===== src/rtl/uv_apb_timer_pkg.sv =====
// Shared register offsets, bit positions and the decoded register index
// type for the uv_apb_timer APB peripheral.
package uv_apb_timer_pkg;

  localparam logic [4:0] TMR_CTRL_OFS = 5'h00;
  localparam logic [4:0] TMR_PSC_OFS  = 5'h04;
  localparam logic [4:0] TMR_CNT_OFS  = 5'h08;
  localparam logic [4:0] TMR_CMP_OFS  = 5'h0C;
  localparam logic [4:0] TMR_STAT_OFS = 5'h10;

  localparam int TMR_CTRL_EN = 0;
  localparam int TMR_CTRL_AR = 1;
  localparam int TMR_CTRL_IE = 2;
  localparam int TMR_CTRL_W  = 3;
  localparam int TMR_STAT_MF = 0;

  typedef enum logic [2:0] {
    REG_CTRL,
    REG_PSC,
    REG_CNT,
    REG_CMP,
    REG_STAT,
    REG_NONE
  } tmr_reg_e;

  // Word index paddr[4:2] to register; the byte offset inside a word is ignored.
  function automatic tmr_reg_e tmr_decode(input logic [2:0] word);
    case ({word, 2'b00})
      TMR_CTRL_OFS: return REG_CTRL;
      TMR_PSC_OFS:  return REG_PSC;
      TMR_CNT_OFS:  return REG_CNT;
      TMR_CMP_OFS:  return REG_CMP;
      TMR_STAT_OFS: return REG_STAT;
      default:      return REG_NONE;
    endcase
  endfunction

endpackage


===== src/rtl/uv_timer_prescaler.sv =====
// Prescaler for uv_apb_timer: emits a one-cycle tick every (psc+1) enabled
// cycles; the count is held at zero while disabled and restarts on a PSC write.
module uv_timer_prescaler #(
  parameter int PSC_W = 16
) (
  input  logic             clk,
  input  logic             rst_n,
  input  logic             en,
  input  logic [PSC_W-1:0] psc,
  input  logic             psc_wr,
  output logic             tick
);

  logic [PSC_W-1:0] psc_cnt_q;
  logic [PSC_W-1:0] psc_cnt_d;

  always_comb begin
    tick      = en && (psc_cnt_q == psc);
    psc_cnt_d = psc_cnt_q + PSC_W'(1);
    if (!en || psc_wr || tick) begin
      psc_cnt_d = '0;
    end
  end

  always_ff @(posedge clk) begin
    if (!rst_n) begin
      psc_cnt_q <= '0;
    end else begin
      psc_cnt_q <= psc_cnt_d;
    end
  end

endmodule


===== src/rtl/uv_apb_timer.sv =====
// APB timer: prescaled up-counter with compare match, optional auto-reload,
// sticky match flag and level interrupt. Optional error responses: UV_APB_TIMER_PSLVERR_EN.
module uv_apb_timer
  import uv_apb_timer_pkg::*;
#(
  parameter int ALEN  = 12,
  parameter int DLEN  = 32,
  parameter int MLEN  = DLEN / 8,
  parameter int PSC_W = 16
) (
  input  logic            clk,
  input  logic            rst_n,
  input  logic            apb_psel,
  input  logic            apb_penable,
  input  logic [2:0]      apb_pprot,
  input  logic [ALEN-1:0] apb_paddr,
  input  logic [MLEN-1:0] apb_pstrb,
  input  logic            apb_pwrite,
  input  logic [DLEN-1:0] apb_pwdata,
  output logic [DLEN-1:0] apb_prdata,
  output logic            apb_pready,
  output logic            apb_pslverr,
  output logic            tmr_irq
);

  logic [TMR_CTRL_W-1:0] ctrl_q, ctrl_d;
  logic [PSC_W-1:0]      psc_q, psc_d;
  logic [DLEN-1:0]       cnt_q, cnt_d;
  logic [DLEN-1:0]       cmp_q, cmp_d;
  logic                  mf_q, mf_d;

  logic            access;
  logic            err;
  logic            wr_en;
  logic            rd_en;
  logic            psc_wr;
  logic            tick;
  logic            match;
  tmr_reg_e        reg_sel;
  logic [DLEN-1:0] wmask;
  logic [DLEN-1:0] rdata;
  logic            unused_ok;

  assign unused_ok = ^{apb_pprot, apb_paddr[ALEN-1:5], apb_paddr[1:0]};

  for (genvar gi = 0; gi < MLEN; gi++) begin : g_lane
    assign wmask[gi*8 +: 8] = {8{apb_pstrb[gi]}};
  end

  assign access  = apb_psel && apb_penable;
  assign reg_sel = tmr_decode(apb_paddr[4:2]);

`ifdef UV_APB_TIMER_PSLVERR_EN
  assign err = access && ((reg_sel == REG_NONE) || (apb_pwrite && (apb_pstrb == '0)));
`else
  assign err = 1'b0;
`endif

  assign wr_en  = access && apb_pwrite && !err;
  assign rd_en  = access && !apb_pwrite && !err && rst_n;
  assign psc_wr = wr_en && (reg_sel == REG_PSC) && (|wmask[PSC_W-1:0]);
  assign match  = (cnt_q == cmp_q);

  uv_timer_prescaler #(
    .PSC_W (PSC_W)
  ) u_prescaler (
    .clk    (clk),
    .rst_n  (rst_n),
    .en     (ctrl_q[TMR_CTRL_EN]),
    .psc    (psc_q),
    .psc_wr (psc_wr),
    .tick   (tick)
  );

  // Ordering sets priority: W1C < match set, and tick update < software write.
  always_comb begin
    ctrl_d = ctrl_q;
    psc_d  = psc_q;
    cnt_d  = cnt_q;
    cmp_d  = cmp_q;
    mf_d   = mf_q;

    if (wr_en && (reg_sel == REG_STAT) && apb_pstrb[0] && apb_pwdata[TMR_STAT_MF]) begin
      mf_d = 1'b0;
    end

    if (tick) begin
      if (match) begin
        mf_d  = 1'b1;
        cnt_d = '0;
        if (!ctrl_q[TMR_CTRL_AR]) begin
          ctrl_d[TMR_CTRL_EN] = 1'b0;
        end
      end else begin
        cnt_d = cnt_q + DLEN'(1);
      end
    end

    if (wr_en) begin
      case (reg_sel)
        REG_CTRL: begin
          if (apb_pstrb[0]) begin
            ctrl_d = apb_pwdata[TMR_CTRL_W-1:0];
          end
        end
        REG_PSC: begin
          psc_d = (psc_q & ~wmask[PSC_W-1:0]) | (apb_pwdata[PSC_W-1:0] & wmask[PSC_W-1:0]);
        end
        REG_CNT: begin
          if (|apb_pstrb) begin
            cnt_d = (cnt_q & ~wmask) | (apb_pwdata & wmask);
          end
        end
        REG_CMP: begin
          cmp_d = (cmp_q & ~wmask) | (apb_pwdata & wmask);
        end
        default: ;
      endcase
    end
  end

  always_ff @(posedge clk) begin
    if (!rst_n) begin
      ctrl_q <= '0;
      psc_q  <= '0;
      cnt_q  <= '0;
      cmp_q  <= '0;
      mf_q   <= 1'b0;
    end else begin
      ctrl_q <= ctrl_d;
      psc_q  <= psc_d;
      cnt_q  <= cnt_d;
      cmp_q  <= cmp_d;
      mf_q   <= mf_d;
    end
  end

  always_comb begin
    rdata = '0;
    case (reg_sel)
      REG_CTRL: rdata[TMR_CTRL_W-1:0] = ctrl_q;
      REG_PSC:  rdata[PSC_W-1:0]      = psc_q;
      REG_CNT:  rdata                 = cnt_q;
      REG_CMP:  rdata                 = cmp_q;
      REG_STAT: rdata[TMR_STAT_MF]    = mf_q;
      default:  rdata                 = '0;
    endcase
  end

  // Gated by rst_n so an access abandoned by reset returns zero and no error.
  assign apb_prdata  = rd_en ? rdata : '0;
  assign apb_pready  = 1'b1;
  assign apb_pslverr = err && rst_n;
  assign tmr_irq     = mf_q && ctrl_q[TMR_CTRL_IE];

endmodule


===== config.mk =====
export PLATFORM = sky130hd
export DESIGN_NAME = uv_apb_timer
export DESIGN_NICKNAME = d
export VERILOG_FILES = /design/src/rtl/uv_apb_timer_pkg.sv /design/src/rtl/uv_timer_prescaler.sv /design/src/rtl/uv_apb_timer.sv
export SDC_FILE = /design/constraint.sdc
export NUM_CORES = 1
export LEC_CHECK = 0
export ABC_AREA = 0
export BUFFER_PORTS_ARGS = -buffer_cell sky130_fd_sc_hd__buf_2
export CAP_MARGIN = 15
export CELL_PAD_IN_SITES_DETAIL_PLACEMENT = 1
export CELL_PAD_IN_SITES_GLOBAL_PLACEMENT = 1
export CORE_ASPECT_RATIO = 1.75
export CORE_MARGIN = 10
export CORE_UTILIZATION = 43
export DETAILED_ROUTE_END_ITERATION = 8
export HOLD_SLACK_MARGIN = 0.12
export MAX_ROUTING_LAYER = met4
export PLACE_DENSITY_LB_ADDON = 0.1
export SLEW_MARGIN = 10
export SYNTH_ARGS = -nofsm -noshare
export SYNTH_HDL_FRONTEND = slang
export SYNTH_SLANG_ARGS = --single-unit

===== constraint.sdc =====
create_clock -name clk -period 3.2 [get_ports clk]
set_clock_uncertainty 0.2 [all_clocks]
set_input_delay 0.32 -clock clk [delete_from_list [all_inputs] [get_ports clk]]
set_output_delay 0.32 -clock clk [all_outputs]
set_load 0.05 [all_outputs]

* Word-level counts from Yosys, hierarchy flattened
Index checks and enable logic that the tools add are counted.
** Word-level totals
- Input port bits :: 56
- Logic and storage cells :: 73
- Flip-flop bits (word level) :: 100
- Output and inout bits :: 35
** Cells by class
- Add/sub/neg operators :: 2
- Eq/ne operators :: 10
- Bitwise operators :: 11
- Reductions and logical operators :: 23
- Multiplexer cells :: 20
** Operator list (number)
- $mux 32 :: 6
- $and 32x32->32 :: 3
- $or 32x32->32 :: 2
- $pmux 13 s3 :: 1
- $add 32x1->32 const B :: 1
- $and 16x16->16 :: 2
- $eq 32x32->1 :: 1
- $not 32->32 :: 1
- $pmux 16 s2 :: 1
- $add 16x1->16 const B :: 1
- $eq 16x16->1 :: 1
- $not 16->16 :: 1
- $or 16x16->16 :: 1
- $pmux 3 s5 :: 1
- $eq 3x2->1 const B :: 4
- $logic_and 1x1->1 :: 11
- $mux 1 :: 9
- $pmux 2 s4 :: 1
- $eq 3x1->1 const B :: 2
- $eq 3x3->1 const B :: 2
- $logic_not 3->1 :: 2
- $pmux 1 s5 :: 1
- $reduce_and 2->1 :: 2
- $reduce_or 2->1 :: 2
- 5 further kinds :: 7

* Depth between registers and ports, before layout
Gate-level depths: netlist of run 1.
- Depth in word-level cells :: 9
- Gate-level depth with buffers :: 10
- Gate-level depth less buffers :: 8

* Modules after synthesis
From an unflattened synthesis of run 1, not the netlist that was laid out.
** Unflattened totals
- Cell total of the unflattened synthesis :: 750
- Area, all modules :: 6139.6 um2
** By module, submodules not included
- uv_apb_timer :: area an instance 5265.0 um2, sequential area each 1681.6 um2, instances 1, cells each 649
- uv_timer_prescaler :: area an instance 874.6 um2, sequential area each 320.3 um2, instances 1, cells each 101

* Least setup slack after synthesis of run 1
No wires, ideal clock.
- Path kind :: input to output
- Start point :: input port apb_paddr[2]
- End point :: output port apb_prdata[0]
- Path slack :: -0.856 ns
- Data required time :: 2.680 ns
- Path buffers :: 2
- Arrival time :: 3.536 ns
- Stages :: 4
- Cells stage by stage :: clkbuf_1 buf_1 mux2i_1 a2111oi_0
** Between the ends
- Longest elaborated chain between the ends :: 5
- Elaborated cells between the ends (all ways) :: 13
- Classes of those cells :: eq/ne (8); mux (3); reduce/logical (2)
** RTL lines
- start, declared :: RTL line uv_apb_timer.sv:16 : input logic [ALEN-1:0] apb_paddr,
- $eq 3x3->1, or another cell as far along :: RTL line uv_apb_timer_pkg.sv:28 : case ({word, 2'b00})
- $pmux 3 s5 (*) :: RTL line uv_apb_timer_pkg.sv:28
- $eq 3x3->1, or another cell as far along :: RTL line uv_apb_timer.sv:140 : case (reg_sel)
- $pmux 1 s5 (*) :: RTL line uv_apb_timer.sv:140
- $mux 32 (*) :: RTL line uv_apb_timer.sv:151 : assign apb_prdata = rd_en ? rdata : '0;
- end, declared :: RTL line uv_apb_timer.sv:20 : output logic [DLEN-1:0] apb_prdata,
Every way passes the cells marked *; elsewhere a longest branch is shown, timed or not.

==> run summary, run 1 <==
For the count of vias placed by the detailed router, the log shows 6062. The mean instance size in the synthesized netlist came out at 7.991 um2. Based on the critical path, the design can be clocked at up to 344.0 MHz. The tools report the total DRC errors in the routed layout as 0. The run gives 0 as the number of antenna-violating nets in the routed design. The final weighted congestion in routability-driven placement was 0.9074; the length of the first detailed-routing pass in iterations was 5.

The number of top-level pins came out at 91. The cell with the most instances on the worst path is or4_4. The analysis attributes to cell leakage a power of 2.887 nW.

The floorplan has 57 rows. Compared with the post-synthesis result, the final layout area differs by 20.33%. Among all flip-flop cells after synthesis, the most frequent one is dfxtp_1. The clock drives 100 sinks. STA classifies the critical path endpoint as a register.

CTS built an H-tree with a depth of 3. The finished cells cover 7212 um2. The number of placed instances, taps included, is 968.

The tools report the final hold violation count as 0. met2 is the most crowded layer. Measured along the x axis, the die boundary spans 109.2 um.

After the last flow step, the layout net total stands at 892. The tools report the kind of start point of the critical path as a register. The logs give 0 for the max-capacitance violation count and 6457 for the number of global-route vias before repair. The first global-routing pass estimated 34.80 mm of wire. At the pin with the least slew margin, the transition time is 1.025 ns. Setup violations remaining at the end of the flow were counted as 0.

For the initial antenna violation count, the log shows 1. The synthesized design contains 0 enable-type register cells. The met1 track utilization from global routing is 0.2410, and the starting DRC count in detailed routing is 412.

The met2 track utilization from global routing is 0.4310, and the filler-free cell count of the finished design is 1016. The critical path is of the register to register type. For the finished layout, the period the worst path requires is 2.907 ns. The flow ran to the end, and the final reports show no timing, DRC or antenna violations. Dividing the detail-routed wire length by the instance count gives 21.63 um.

Yosys printed 0 warnings. Entering global routing, the biggest net connects 35 pins. Along the worst path, the maximum fanout reaches 5. Proportion of register bits with asynchronous set or reset after synthesis: 0.

For the global route total overflow, the log shows 0. TritonCTS built the clock tree. The clock transition at the registers of the reported paths was 0.07 ns. Synthesis produced 750 cells.

The total count of max-transition violations in the final report was 0. Clock root buffer: clkbuf_16. The ratio of final minimum period to clock period works out to 0.9084. The routed via count divided by cell count works out to 5.967. The synthesis-stage register bit count is 100, and the clock insertion delay at the later pin of the skew report is 0.35 ns. Summed over all failing endpoints, the final setup total negative slack is 0 ns. Buffers placed on the I/O ports in this run total 76. The die covers 19250 um2. Summed over all nets, the half-perimeter wirelength after detailed placement is 16.69 mm.

The signal arrival time at the worst endpoint was 2.95 ns. The type of the tightest min-delay check was input pin to register. The core footprint was 13760 um2; the proportion of synthesized chip area in sequential cells was 0.3340.

Initial cell density of the core: 0.4354. The critical path goes through xnor2_1 -> nand3_1 -> or3_1 -> or4_4 -> or4_4 -> xnor2_2 -> o21a_1. The power density over the cells was 370.5 nW/um2.

TritonCTS created 9 clock buffers. The biggest cell delay along the critical path is 0.56 ns. Setup repair after global routing left no endpoint under its margin. The run gives 6568 um2 as the post-place instance area. The utilization after layout is 0.5240, and the count of distinct cell types in the synthesized netlist is 62.

The floorplan step set the die height to 176.2 um. The all-layer global routing usage is 0.2353, and the normalized max-slew margin is 0.3118. The worst-path cell with the longest stage delay is or4_4.

After layout, the design draws a total of 2.672 mW. Fill cells in the final layout number 1682. The share of final-layout standard cells stronger than drive strength 1 was 0.1826; the worst IR drop on VDD was 0.2065 mV.

The met3 track utilization from global routing is 0.03176, and the required time of the critical path is 3.24 ns. The number of buffers on the longest clock path is 2. The run gives 808 as the net count after synthesis. The routed design has 21.98 mm of wire. The total standard cell area after synthesis is 5993 um2.
## synth_stat cells (all sizes together), types with 20 or more instances
library cell	n	area (um2)
a21oi	46	230.2
a22oi	45	337.8
buf	20	110.1
clkbuf	47	176.4
dfxtp	100	2002
mux2i	28	280.3
nand2	58	217.7
nand3	46	230.2
nand4	25	162.6
nor2	102	382.9
xnor2	34	312.8
xor2	41	359.1
## critical path, delay by kind of cell, from the launching register on
kind	cells	cell delay, ns
xor gates and xnor gates	2	0.48
DFF	1	0.37
and+or+nand+nor	4	1.58
AOI/OAI and AO/OA	1	0.17
## cell families (layout without fill, tap and decap cells)
| group | count (synthesis) | in the layout | share of synthesized area |
|---|---|---|---|
| adder cells (fa/ha/maj) | 2 | 2 | 0.004175 |
| multiplexers | 43 | 43 | 0.07871 |
| flip-flops | 100 | 100 | 0.3340 |
| AND/OR/NAND/NOR | 303 | 303 | 0.2491 |
| XOR/XNOR | 75 | 75 | 0.1121 |
| buffers and inverters | 76 | 164 | 0.05344 |
| AO/OA/AOI/OAI | 149 | 149 | 0.1672 |
| other | 2 | 3 | 0.001253 |
## worst paths after layout
| kind | startpoint | endpoint | slack, ns | cells after the start |
|---|---|---|---|---|
| max reg2reg | u_prescaler.psc_cnt_q[2] | register | 0.29 | 7 |
| min | rst_n | register | 0.13 | 2 |
| min reg2reg | register | register | 0.29 | 2 |
| max | u_prescaler.psc_cnt_q[2] | register | 0.29 | 7 |
## layout make-up
cell class	instances	area, um2	area share
well taps	177	221.5	0.03071
flip-flops and latches	100	2002	0.2776
inverters	9	33.78	0.004684
diodes	1	2.502	0.0003470
multi-input cells	574	3690	0.5116
clock buffers	10	239.0	0.03314
clock inverters	5	82.58	0.01145
repair buffers	140	940.9	0.1305
## per-layer routing
metal	part of all wire	vias to the layer above	wire, um
li1	-	2857	-
met1	0.38	2997	8279
met2	0.55	158	11980
met3	0.037	50	820
met4	0.041	0	898
met5	0	-	0
## power breakdown
group / leakage (nW) / switching [mW] / internal [mW] / total [mW]
Clock: 0.159 / 0.503 / 0.708 / 1.21
Combinational: 1.92 / 0.127 / 0.0812 / 0.208
Sequential: 0.805 / 0.00579 / 1.25 / 1.25
Total: 2.89 / 0.636 / 2.04 / 2.67
## what timing repair did
item | in CTS | in global routing
setup buffers | 0 | 0
hold buffers | 32 | 0
hold endpoints to repair | 73 | 0
resized for setup | 0 | 0
## cells in the final DEF, fill, tap and decap left out, types with 3 or more instances in the layout
master	Yosys	layout
buf_2	10	76
xor2_1	41	41
nor3_1	12	12
dfxtp_1	100	100
dlygate4sd3_1	0	32
mux2i_1	28	28
a31oi_1	4	4
a21oi_1	46	46
or3_1	3	3
buf_4	2	32
nor4_1	14	14
nand4_1	24	24
a22oi_1	45	45
a222oi_1	8	8
clkbuf_16	0	9
mux2_2	13	13
nor2_1	102	102
xnor2_1	32	32
inv_1	8	8
nand2_1	58	58
o21a_1	5	5
o31a_1	3	3
o21ai_0	17	16
and2_1	8	8
and4_1	3	3
nand3_1	46	46
and3_1	13	13
## metrics by stage
stage                     hold WS, ns  worst slack (ns)
after floorplan                0.2485            0.4693
after global placement         0.2648            0.3432
final                          0.1271            0.2932
after detailed placement       0.2763            0.3155
after global routing           0.1225            0.1698
after CTS                      0.1212            0.2900
(Power assumes the default switching activity.)
==> run 2: changes to the inputs <==
--- a/config.mk
+++ b/config.mk
@@ -20,4 +20,5 @@
 export SLEW_MARGIN = 10
 export SYNTH_ARGS = -nofsm -noshare
 export SYNTH_HDL_FRONTEND = slang
+export SYNTH_HIERARCHICAL = 1
 export SYNTH_SLANG_ARGS = --single-unit
==> run 2 against run 1 <==
- final cell count up 1.7%
- setup slack got worse by 0.19 ns
- non-clock buffer count is 9 higher
- design area up 4.0%
- core utilization up 1.3 points
- first-iteration DRC count is 43% lower
- power up 3.6%
- maximum frequency is 6.2% lower
==> run summary, run 2 <==
The number of global-route vias before repair was 6518; the routed wirelength normalized by instance count was 21.84 um. The critical path is of the register to register type. The clock period minus worst slack was 3.100 ns; the number of top-level pins was 91. The die extent in y was 178.1 um; the worst IR drop on VDD was 0.2216 mV. Share of final-layout standard cells stronger than drive strength 1: 0.1988. The kind of start point of the critical path is a register.

The logs give 808 for the net count after synthesis and 0.09967 ns for the final worst setup slack. The most used flip-flop cell after synthesis is dfxtp_1. The mean instance size in the synthesized netlist works out to 8.186 um2. The synthesized design contains 0 enable-type register cells. The fraction of synthesized cell area taken by the top area cell type works out to 0.3261.

The max-capacitance violation count is 0, and the count of synthesis-stage warnings from yosys is 6. The sequential cells in the finished layout cover a total of 2004 um2. The top cell types in the final layout, fill and taps aside, are dfxtp_1, nand2_1, buf_2. TritonCTS built the clock tree. The normalized max-slew margin is 0.4807.

STA puts the critical path data required time at 3.24 ns. The global route total overflow came out at 0. Among all cell types in the netlist, the one instantiated most often is dfxtp_1. The multi-input combinational cells in the finished layout cover a total of 3877 um2.

Post-synthesis instance total: 750. The total count of max-transition violations in the final report is 0, and the synthesis-stage register bit count is 100. Counting the fill cells in the layout gives 1720. Based on the critical path, the design can be clocked at up to 322.5 MHz. In this run the number of H-tree levels came out at 3. The congestion estimate from routability-driven global placement came to 0.9031. In this run the cell area of the synthesized design comes to 6140 um2.

The tools report the filler-free cell count of the finished design as 1033. The number of different library cells used by synthesis comes to 56. The proportion of synthesized chip area in sequential cells came out at 0.3261. Counting along the longest clock path gives a buffer depth of 2. Summed over all cells, the static leakage comes to 2.697 nW. The flow ran to the end, and the final reports show no timing, DRC or antenna violations. The tools report the final hold violation count as 0. At the pin with the least slew margin, the transition time is 0.7789 ns. Clock-pin slew was measured on the worst setup and hold paths at 0.07 ns. For the signal arrival time at the worst endpoint, the log shows 3.14 ns. The HPWL after detailed placement is 17.12 mm. The min-delay analysis places its worst path in the category input pin to register.

After the first detailed-routing iteration, the DRC count stood at 234. The detailed router placed 6172 vias in this run. The proportion of register bits with asynchronous set or reset after synthesis is 0. Once placement completed, the tool counted placed cells totaling 984. The ratio of final minimum period to clock period was 0.9689; the initial antenna violation count was 1.

The floorplan step defined a core boundary enclosing 13980 um2. The clock drives 100 sinks. The power density over the cells works out to 369.1 nW/um2.

Setup violations remaining at the end of the flow were counted as 0. Prior to clock tree synthesis, the placed netlist has a worst setup slack of 0.02485 ns. The area growth from synthesis to layout is 22.19%.

By area the synthesized netlist is led by dfxtp_1, xnor2_1, nand3_1, a22oi_1, nand2_1. The first global-routing pass estimated 35.67 mm of wire. Most common cell after layout, fill and taps aside: dfxtp_1. The first TritonRoute pass finished after 5 iterations.

Entering global routing, the biggest net connects 81 pins. The total power was 2.769 mW; the die footprint was 19650 um2. TritonCTS created 9 clock buffers.

After floorplanning, the core was divided into 57 placement rows. The tree is rooted in a clkbuf_16. For the all-layer global routing usage, the log shows 0.2392. For the total DRC errors in the routed layout, the log shows 0. The routed via count divided by cell count works out to 5.975.

The commonest cells after synthesis are dfxtp_1, nand2_1, nor2_1. The quantity of I/O buffers inserted on ports was 76. The initial cell density of the core came out at 0.4392. The final layout contains 908 nets. The number of antenna-violating nets in the routed design came out at 0. For the clock insertion delay at the later pin of the skew report, the log shows 0.36 ns.

Of all nets on the critical path, the largest fanout is 8. The utilization after layout came out at 0.5367. The type of element capturing the critical path is a register. Measured along the x axis, the die boundary spans 110.3 um. The total wire length is 22.56 mm.

Summed over all instances, the cell type with the most area after synthesis is dfxtp_1.
==> run 2: cell types whose count changed after synthesis, moves of 8 or more <==
cell / before / now
a21oi_1: 46 / 8
a222oi_1: 8 / 0
nor2_1: 102 / 71
a21boi_0: 0 / 28
xor2_1: 41 / 19
o21ai_0: 17 / 4
nand3_1: 46 / 62
buf_2: 10 / 2
o22ai_1: 0 / 13
nand2_1: 58 / 76
nor2b_1: 2 / 27
xnor2_1: 32 / 62
==> run 2: logic make-up after synthesis <==
kind of cell / count (synthesis) / share of synthesized area
other: 2 / 0.001223
XOR/XNOR: 83 / 0.1208
AO/OA/AOI/OAI: 122 / 0.1496
flip-flops: 100 / 0.3261
adder cells (fa/ha/maj): 2 / 0.004075
buffers and inverters: 68 / 0.04993
multiplexers: 43 / 0.07887
AND/OR/NAND/NOR: 330 / 0.2694
==> run 2: routing by layer <==
layer / share of wire / track usage / vias to the layer above
met5: 0 / - / -
met4: 0.046 / 0.1113 / 0
met3: 0.033 / 0.03216 / 71
met2: 0.55 / 0.4411 / 180
met1: 0.37 / 0.2376 / 3045
li1: - / - / 2876
==> run 2: critical path, cell delays in order (launching register included) <==
cell and delay, ns:
dfxtp_1 0.37, xor2_1 0.18, nor4_1 0.29, nand2_1 0.16, nor4_4 0.19, buf_4 0.18
nand2_1 0.05, or3_1 0.31, or4_4 0.61, buf_6 0.17, a221oi_2 0.22, nor2b_1 0.06
==> run 2: worst paths after layout <==
check,start,end,slack (ns),cells past startpoint
hold / removal,apb_pwdata[1],ctrl_q[1],0.13,3
setup reg to reg,u_prescaler/psc_cnt_q[7],register,0.1,11
hold reg to reg,ctrl_q[2],ctrl_q[2],0.30,2
setup / recovery,u_prescaler/psc_cnt_q[7],register,0.1,11
==> run 2: area by class of cell <==
type / count / area share
Clock buffer: 9 / 0.03002
Sequential cell: 100 / 0.2672
Tap cell: 177 / 0.02952
Antenna cell: 1 / 0.0003336
Timing Repair Buffer: 149 / 0.1359
Inverter: 8 / 0.004003
Multi-Input combinational cell: 582 / 0.5168
Clock inverter: 7 / 0.01618
==> run 2: timing repair <==
item	in CTS	in global routing
hold endpoints to repair	67	0
pin swaps	0	5
endpoints found under the setup margin	1	27
setup buffers	0	2
hold buffers	30	0
resized for setup	1	9
==> run 2: report_power, final <==
| group | switching [mW] | total, mW | internal [mW] | leakage, nW |
|---|---|---|---|---|
| Sequential | 0.00611 | 1.25 | 1.25 | 0.806 |
| Combinational | 0.130 | 0.225 | 0.0948 | 1.72 |
| Clock | 0.520 | 1.29 | 0.771 | 0.170 |
| Total | 0.656 | 2.77 | 2.11 | 2.70 |
==> run 2: stage by stage <==
stage,area (um2),hold WS [ns],setup TNS [ns]
after CTS,7443,0.1231,0
after global placement,6790,0.2630,0
after floorplan,6140,0.2490,0
after detailed placement,6790,0.2934,0
after global routing,7502,0.1477,-0.2322
final,7502,0.1306,0
